$ cat config.mk
export PLATFORM = sky130hd
export DESIGN_NAME = spi_transaction_sequencer
export DESIGN_NICKNAME = d
export VERILOG_FILES = /design/src/rtl/spi_pkg.sv /design/src/rtl/sync_fifo.sv /design/src/rtl/spi_transaction_sequencer.sv
export SDC_FILE = /design/constraint.sdc
export NUM_CORES = 1
export LEC_CHECK = 0
export CAP_MARGIN = 20
export CORE_MARGIN = 1
export CORE_UTILIZATION = 40
export DETAILED_ROUTE_END_ITERATION = 6
export PLACE_DENSITY_LB_ADDON = 0.12
export SETUP_SLACK_MARGIN = 0.2
export SLEW_MARGIN = 0
export SYNTH_ARGS = -nofsm -noshare
export SYNTH_HDL_FRONTEND = slang
export SYNTH_SLANG_ARGS = --single-unit
export TNS_END_PERCENT = 5
$ cat constraint.sdc
create_clock -name i_clk -period 2.95 [get_ports i_clk]
set_input_delay 0.4425 -clock i_clk [delete_from_list [all_inputs] [get_ports i_clk]]
set_output_delay 0.4425 -clock i_clk [all_outputs]
set_load 0.005 [all_outputs]
$ cat src/rtl/spi_pkg.sv
// Shared types and constants for the SPI transaction sequencer.
// State encoding is fixed so it can be probed and compared against documentation.
package spi_pkg;

  localparam int BYTE_W           = 8;
  localparam int CS_SETUP_DEFAULT = 2;
  localparam int CS_HOLD_DEFAULT  = 2;

  typedef enum logic [2:0] {
    IDLE        = 3'd0,
    CS_SETUP    = 3'd1,
    ISSUE       = 3'd2,
    WAIT_ACCEPT = 3'd3,
    WAIT_BYTE   = 3'd4,
    CS_HOLD     = 3'd5,
    DONE        = 3'd6
  } state_t;

endpackage

$ cat src/rtl/sync_fifo.sv
// Synchronous FIFO, write-to-read latency 1 cycle, head shown combinationally.
// Backpressure: push ignored when full, pop ignored when empty; flush empties it.
module sync_fifo #(
  parameter int WIDTH = 8,
  parameter int DEPTH = 16
) (
  input  logic             i_clk,
  input  logic             i_rst,
  input  logic             i_flush,
  input  logic             i_push,
  input  logic [WIDTH-1:0] i_dat,
  input  logic             i_pop,
  output logic [WIDTH-1:0] o_dat,
  output logic             o_full,
  output logic             o_empty
);

  localparam int AW = $clog2(DEPTH);

  logic [AW:0]      r_wr_ptr;
  logic [AW:0]      r_rd_ptr;
  logic [WIDTH-1:0] r_mem [DEPTH];
  logic             w_push;
  logic             w_pop;

  // Extra pointer bit distinguishes full from empty when the indices match.
  assign o_empty = (r_wr_ptr == r_rd_ptr);
  assign o_full  = (r_wr_ptr[AW] != r_rd_ptr[AW]) &&
                   (r_wr_ptr[AW-1:0] == r_rd_ptr[AW-1:0]);
  assign w_push  = i_push && !o_full;
  assign w_pop   = i_pop && !o_empty;
  assign o_dat   = r_mem[r_rd_ptr[AW-1:0]];

  always_ff @(posedge i_clk) begin
    if (i_rst || i_flush) begin
      r_wr_ptr <= '0;
      r_rd_ptr <= '0;
    end else begin
      if (w_push) r_wr_ptr <= r_wr_ptr + 1'b1;
      if (w_pop)  r_rd_ptr <= r_rd_ptr + 1'b1;
    end
  end

  always_ff @(posedge i_clk) begin
    if (w_push) r_mem[r_wr_ptr[AW-1:0]] <= i_dat;
  end

endmodule

$ cat src/rtl/spi_transaction_sequencer.sv
// Multi-byte SPI burst engine feeding a single-byte controller; owns chip select, buffers TX/RX bytes.
// Optional per-byte watchdog enabled by SPI_SEQ_TIMEOUT_EN; otherwise the block waits indefinitely.
module spi_transaction_sequencer
  import spi_pkg::*;
#(
  parameter int FIFO_DEPTH      = 16,
  parameter int CS_SETUP_CYCLES = CS_SETUP_DEFAULT,
  parameter int CS_HOLD_CYCLES  = CS_HOLD_DEFAULT,
  parameter int TIMEOUT_CYCLES  = 1023
) (
  input  logic              i_clk,
  input  logic              i_rst,
  input  logic [BYTE_W-1:0] i_cmd_len,
  input  logic              i_cmd_valid,
  output logic              o_cmd_ready,
  input  logic [BYTE_W-1:0] i_tx_data,
  input  logic              i_tx_valid,
  output logic              o_tx_ready,
  output logic [BYTE_W-1:0] o_rx_data,
  output logic              o_rx_valid,
  input  logic              i_rx_ready,
  output logic [BYTE_W-1:0] o_spi_tx,
  output logic              o_spi_tx_valid,
  input  logic              i_spi_ready,
  input  logic [BYTE_W-1:0] i_spi_rx,
  input  logic              i_spi_rx_valid,
  output logic              o_cs_n,
  output logic              o_busy,
  output logic              o_done,
  output logic              o_timeout
);

  state_t            r_state;
  logic [BYTE_W-1:0] r_remaining;
  logic [3:0]        r_cnt;
  logic              r_cs_n;
  logic [BYTE_W-1:0] r_spi_tx;
  logic              r_spi_tx_valid;
  logic              r_busy;
  logic              r_done;
  logic              r_timeout;

  logic [BYTE_W-1:0] w_tx_dat;
  logic              w_tx_full;
  logic              w_tx_empty;
  logic              w_rx_full;
  logic              w_rx_empty;
  logic              w_cmd_acc;
  logic              w_issue;
  logic              w_rx_push;
  logic              w_wd_hit;

  assign o_cmd_ready    = (r_state == IDLE) && !i_rst;
  assign o_tx_ready     = !w_tx_full;
  assign o_rx_valid     = !w_rx_empty;
  assign o_cs_n         = r_cs_n;
  assign o_spi_tx       = r_spi_tx;
  assign o_spi_tx_valid = r_spi_tx_valid;
  assign o_busy         = r_busy;
  assign o_done         = r_done;
  assign o_timeout      = r_timeout;

  assign w_cmd_acc = i_cmd_valid && o_cmd_ready;
  // RX space is reserved before issuing so a returning byte can never be dropped.
  assign w_issue   = (r_state == ISSUE) && !w_tx_empty && !w_rx_full && i_spi_ready;
  assign w_rx_push = (r_state == WAIT_BYTE) && i_spi_rx_valid && !w_wd_hit;

`ifdef SPI_SEQ_TIMEOUT_EN
  localparam int WD_W = ($clog2(TIMEOUT_CYCLES + 1) > 10) ? $clog2(TIMEOUT_CYCLES + 1) : 10;

  logic [WD_W-1:0] r_wd;

  assign w_wd_hit = ((r_state == WAIT_ACCEPT) || (r_state == WAIT_BYTE)) &&
                    (r_wd == WD_W'(TIMEOUT_CYCLES - 1));

  always_ff @(posedge i_clk) begin
    if (i_rst || w_issue) begin
      r_wd <= '0;
    end else if ((r_state == WAIT_ACCEPT) || (r_state == WAIT_BYTE)) begin
      r_wd <= r_wd + 1'b1;
    end
  end
`else
  // Watchdog absent; the parameter is still referenced so both builds share one interface.
  assign w_wd_hit = (TIMEOUT_CYCLES < 0);
`endif

  sync_fifo #(.WIDTH(BYTE_W), .DEPTH(FIFO_DEPTH)) u_tx_fifo (
    .i_clk   (i_clk),
    .i_rst   (i_rst),
    .i_flush (w_wd_hit),
    .i_push  (i_tx_valid),
    .i_dat   (i_tx_data),
    .i_pop   (w_issue),
    .o_dat   (w_tx_dat),
    .o_full  (w_tx_full),
    .o_empty (w_tx_empty)
  );

  sync_fifo #(.WIDTH(BYTE_W), .DEPTH(FIFO_DEPTH)) u_rx_fifo (
    .i_clk   (i_clk),
    .i_rst   (i_rst),
    .i_flush (1'b0),
    .i_push  (w_rx_push),
    .i_dat   (i_spi_rx),
    .i_pop   (i_rx_ready),
    .o_dat   (o_rx_data),
    .o_full  (w_rx_full),
    .o_empty (w_rx_empty)
  );

  always_ff @(posedge i_clk) begin
    if (i_rst) begin
      r_state        <= IDLE;
      r_remaining    <= '0;
      r_cnt          <= '0;
      r_cs_n         <= 1'b1;
      r_spi_tx       <= '0;
      r_spi_tx_valid <= 1'b0;
      r_busy         <= 1'b0;
      r_done         <= 1'b0;
      r_timeout      <= 1'b0;
    end else begin
      r_spi_tx_valid <= 1'b0;
      r_done         <= 1'b0;
      r_timeout      <= 1'b0;
      if (w_wd_hit) begin
        r_timeout <= 1'b1;
        r_busy    <= 1'b0;
        r_state   <= IDLE;
      end else begin
        case (r_state)
          IDLE: begin
            r_cs_n <= 1'b1;
            if (w_cmd_acc) begin
              r_remaining <= i_cmd_len;
              r_busy      <= 1'b1;
              r_cnt       <= 4'(CS_SETUP_CYCLES);
              r_state     <= (i_cmd_len == '0) ? DONE : CS_SETUP;
            end
          end
          CS_SETUP: begin
            r_cs_n <= 1'b0;
            if (r_cnt == 4'd1) r_state <= ISSUE;
            else               r_cnt   <= r_cnt - 4'd1;
          end
          ISSUE: begin
            if (w_issue) begin
              r_spi_tx       <= w_tx_dat;
              r_spi_tx_valid <= 1'b1;
              r_state        <= WAIT_ACCEPT;
            end
          end
          // Controller dropping ready proves it took the byte; its old rx_valid level is now stale.
          WAIT_ACCEPT: begin
            if (!i_spi_ready) r_state <= WAIT_BYTE;
          end
          WAIT_BYTE: begin
            if (i_spi_rx_valid) begin
              r_remaining <= r_remaining - 1'b1;
              if (r_remaining == 8'd1) begin
                r_cnt   <= 4'(CS_HOLD_CYCLES);
                r_state <= CS_HOLD;
              end else begin
                r_state <= ISSUE;
              end
            end
          end
          CS_HOLD: begin
            if (r_cnt == 4'd1) begin
              r_cs_n  <= 1'b1;
              r_state <= DONE;
            end else begin
              r_cnt <= r_cnt - 4'd1;
            end
          end
          DONE: begin
            r_cs_n  <= 1'b1;
            r_done  <= 1'b1;
            r_busy  <= 1'b0;
            r_state <= IDLE;
          end
          default: r_state <= IDLE;
        endcase
      end
    end
  end

endmodule

==> flow_metrics.py <==
metrics = {
    "floorplan": {
        "dieArea_sq_um": 31800,
        "io_pins": 55,
        "start_util_pct": 40.7,
        "core_area_sq_um": 30600,
        "die_h_um": 178,
        "die_w_um": 178,
        "num_rows": 64,
    },
    "timing": {
        "relSlewSlack_pct": 36.7,
        "fmax_ghz": 0.361,
        "clock_skew_ps": 17.3,
        "slew_viol_final": 0,
        "setup_tns_ps": 0,
        "hold_violations": 0,
        "period_share_pct": 93.9,
        "worst_pin_slew_ps": 945,
        "setup_violations": 0,
        "fin_crit_ps": 2770,
        "rsz0062_at_grt": "true",
        "setup_slack_ps": 180,
    },
    "global_routing": {
        "grt_pass1_wl_um": 41400,
        "grt_overflow_total": 0,
        "grt_pass1_vias": 7020,
        "grt_start_max_net_pins": 40,
        "grt_antenna_before_repair": 0,
        "track_usage_pct": 17.7,
    },
    "placement": {
        "io_buffers": 53,
        "gp_congestion": 0.778,
        "dp_worst_setup_slack_ps": 310,
        "hpwl_um": 16700,
        "dp_cells": 1178,
    },
    "setup_path": {
        "path_max_fanout": 8,
        "path_cells": "buf_4 -> buf_12 -> mux4_2 -> mux4_2 -> buf_2",
        "critical-path-top-delay-family": "multiplexers",
        "worstPathRequired_ps": 2510,
        "crit_path_frequent_cell": "mux4_2",
        "path_class": "flip-flop to output pin",
        "crit_path_end_kind": "output pin",
        "slowest_stage": "mux4_2",
        "worst_path_largest_cell_delay_ps": 510,
        "crit_arrival_ps": 2330,
        "start_kind": "flip-flop",
        "critPathBufInv": 3,
    },
    "clock_network": {
        "root_buffer": "clkbuf_16",
        "htree_levels": 2,
        "cts_buffers": 36,
        "clockBufferDepth": 3,
        "cts_tree": "done",
        "clock_latency_ps": 510,
        "cts.sinks": 307,
        "clkTransAtPathRegs_ps": 50,
    },
    "power_and_ir_drop": {
        "p_seq_share_pct": 51.0,
        "leakagePower_uw": 0.00484,
        "p_comb_share_pct": 5.7,
        "max-vdd-ir-drop_v": 0.000381,
        "clkPwrFrac_pct": 43.3,
        "power_density_nw_per_um2": 636,
        "internal_power_uw": 7410,
        "netSwitchingFraction_pct": 21.6,
        "p_total_uw": 9440,
        "p_sw_uw": 2040,
    },
    "logic_synthesis": {
        "ys.warnings.count": 0,
        "ys.flop_type": "edfxtp_1",
        "postSynthCellCount": 730,
        "synth_seq_area_share_pct": 69.9,
        "yosysTopAreaCell": "edfxtp_1",
        "synth.most_common_cell": "edfxtp_1",
        "async_flop_share_pct": 0,
        "synth_top_area_share_pct": 61.7,
        "ys_ff_latch": 307,
        "yosys.cell_types.count": 55,
        "syn_avg_cell_area_sq_um": 17.1,
        "syn_nets": 775,
        "synth_common_cells": "edfxtp_1, mux4_2, dfxtp_1",
        "synth_area_leaders": "edfxtp_1, mux4_2, dfxtp_1",
        "synth-edff-count": 256,
        "syn_area_sq_um": 12500,
    },
    "final_layout": {
        "syn_to_final_growth_pct": 19.2,
        "nets": 871,
        "diodes": 0,
        "instances_no_fill": 1249,
        "final_util_pct": 48.5,
        "layout-drive-gt1-share_pct": 22.0,
    },
    "status": {
        "status": "finished, final reports clean",
    },
    "detailed_routing": {
        "final_antenna_net_count": 0,
        "wire_per_inst_um": 21.8,
        "vias": 6754,
        "first_pass_iters": 5,
        "routed_wirelength_um": 27200,
        "drc": 0,
        "drtIter0Drc": 519,
        "viasPerCell": 5.41,
    },
    "hold_path": {
        "hold_path_class": "input port to flip-flop",
    },
    "flow_run": {
        "maxCapViolations": 0,
    },
}
## worst paths after layout
path / startpoint / end / slack, ps / cells after the start
setup / recovery: flip-flop / o_rx_data[2] / 180 / 5
setup reg to reg: u_tx_fifo.r_wr_ptr[2] / u_tx_fifo.r_mem[11][1] / 570 / 5
hold / removal: i_rst / r_remaining[5] / 270 / 2
hold reg to reg: o_spi_tx[7] / o_spi_tx[7] / 460 / 2
## placed cells by master, fill, tap and decap left out, drive strengths merged, types with 8 or more instances in the layout
cell type / netlist / routed
a22oi: 16 / 16
inv: 15 / 17
a21o: 11 / 11
nand3: 10 / 10
clkdlybuf4s50: 0 / 44
xnor2: 14 / 14
and3: 14 / 14
clkinv: 0 / 17
nor2b: 9 / 9
edfxtp: 256 / 256
nor3: 8 / 8
dfxtp: 51 / 51
clkbuf: 21 / 47
ha: 14 / 14
nor2: 46 / 46
buf: 18 / 50
a21oi: 30 / 30
mux4: 72 / 72
nand2: 29 / 29
o21ai: 21 / 21
## flip-flops by register name, summed over array words and instances (netlist names), named ones only
| name | count |
|---|---|
| u_tx_fifo.r_mem | 128 |
| u_tx_fifo.r_rd_ptr | 5 |
| o_spi_tx | 8 |
| r_remaining | 8 |
| u_tx_fifo.r_wr_ptr | 5 |
| u_rx_fifo.r_rd_ptr | 5 |
| o_done | 1 |
| r_cnt | 4 |
| o_busy | 1 |
| o_cs_n | 1 |
| u_rx_fifo.r_wr_ptr | 5 |
| o_spi_tx_valid | 1 |
| r_state | 3 |
| u_rx_fifo.r_mem | 128 |
## final cells by class
cell class | count | area (sq um)
clock buffers | 45 | 965
clock inverters | 20 | 140
fillers | 2593 | 15700
inverters | 15 | 56.3
multi-input cells | 369 | 3530
flip-flops and latches | 307 | 8720
well taps | 396 | 495
repair buffers | 97 | 943
## through the flow
stage / area, sq um / hold WS [ps]
4_1_cts: 14900 / 253
5_1_grt: 14800 / 270
3_3_place_gp: 13600 / 454
6_report: 14800 / 273
3_5_place_dp: 13600 / 450
2_1_floorplan: 12500 / 453
## routing by layer
layer | vias to the layer above | global-route usage [%] | part of all wire [%]
met3 | 44 | 2.86 | 4.9
li1 | 3094 | - | -
met5 | - | 0 | 0
met1 | 3430 | 22.7 | 42
met4 | 0 | 5.37 | 2.1
met2 | 186 | 30.8 | 51
## kinds of logic after synthesis
| logic type | Yosys count | share of synthesized area [%] |
|---|---|---|
| DFF | 307 | 69.9 |
| and+or+nand+nor | 146 | 6.10 |
| AOI/OAI and AO/OA | 107 | 5.61 |
| muxes | 80 | 13.7 |
| buffers and inverters | 54 | 1.80 |
| xor gates and xnor gates | 21 | 1.48 |
| adders and majority gates | 14 | 1.41 |
| other | 1 | 0.0301 |
## power by group through the flow
stage | registers (uW) | logic, uW | clock network, uW
after detailed placement | 4910 | 530 | 0
after global routing | 4820 | 588 | 4370
final | 4820 | 534 | 4090
after global placement | 4900 | 511 | 0
after floorplan | 4890 | 323 | 0
after CTS | 4820 | 537 | 4200
## timing repair
| action | CTS | global route |
|---|---|---|
| gates resized for setup | 30 | 3 |
| buffers inserted | 3 | 0 |
| hold buffers | 0 | 0 |
| endpoints found under the setup margin | 9 | 9 |
| hold endpoints to repair | 0 | 0 |
| gates cloned | 3 | 0 |
Note: power is estimated with default switching activity, not from simulation.
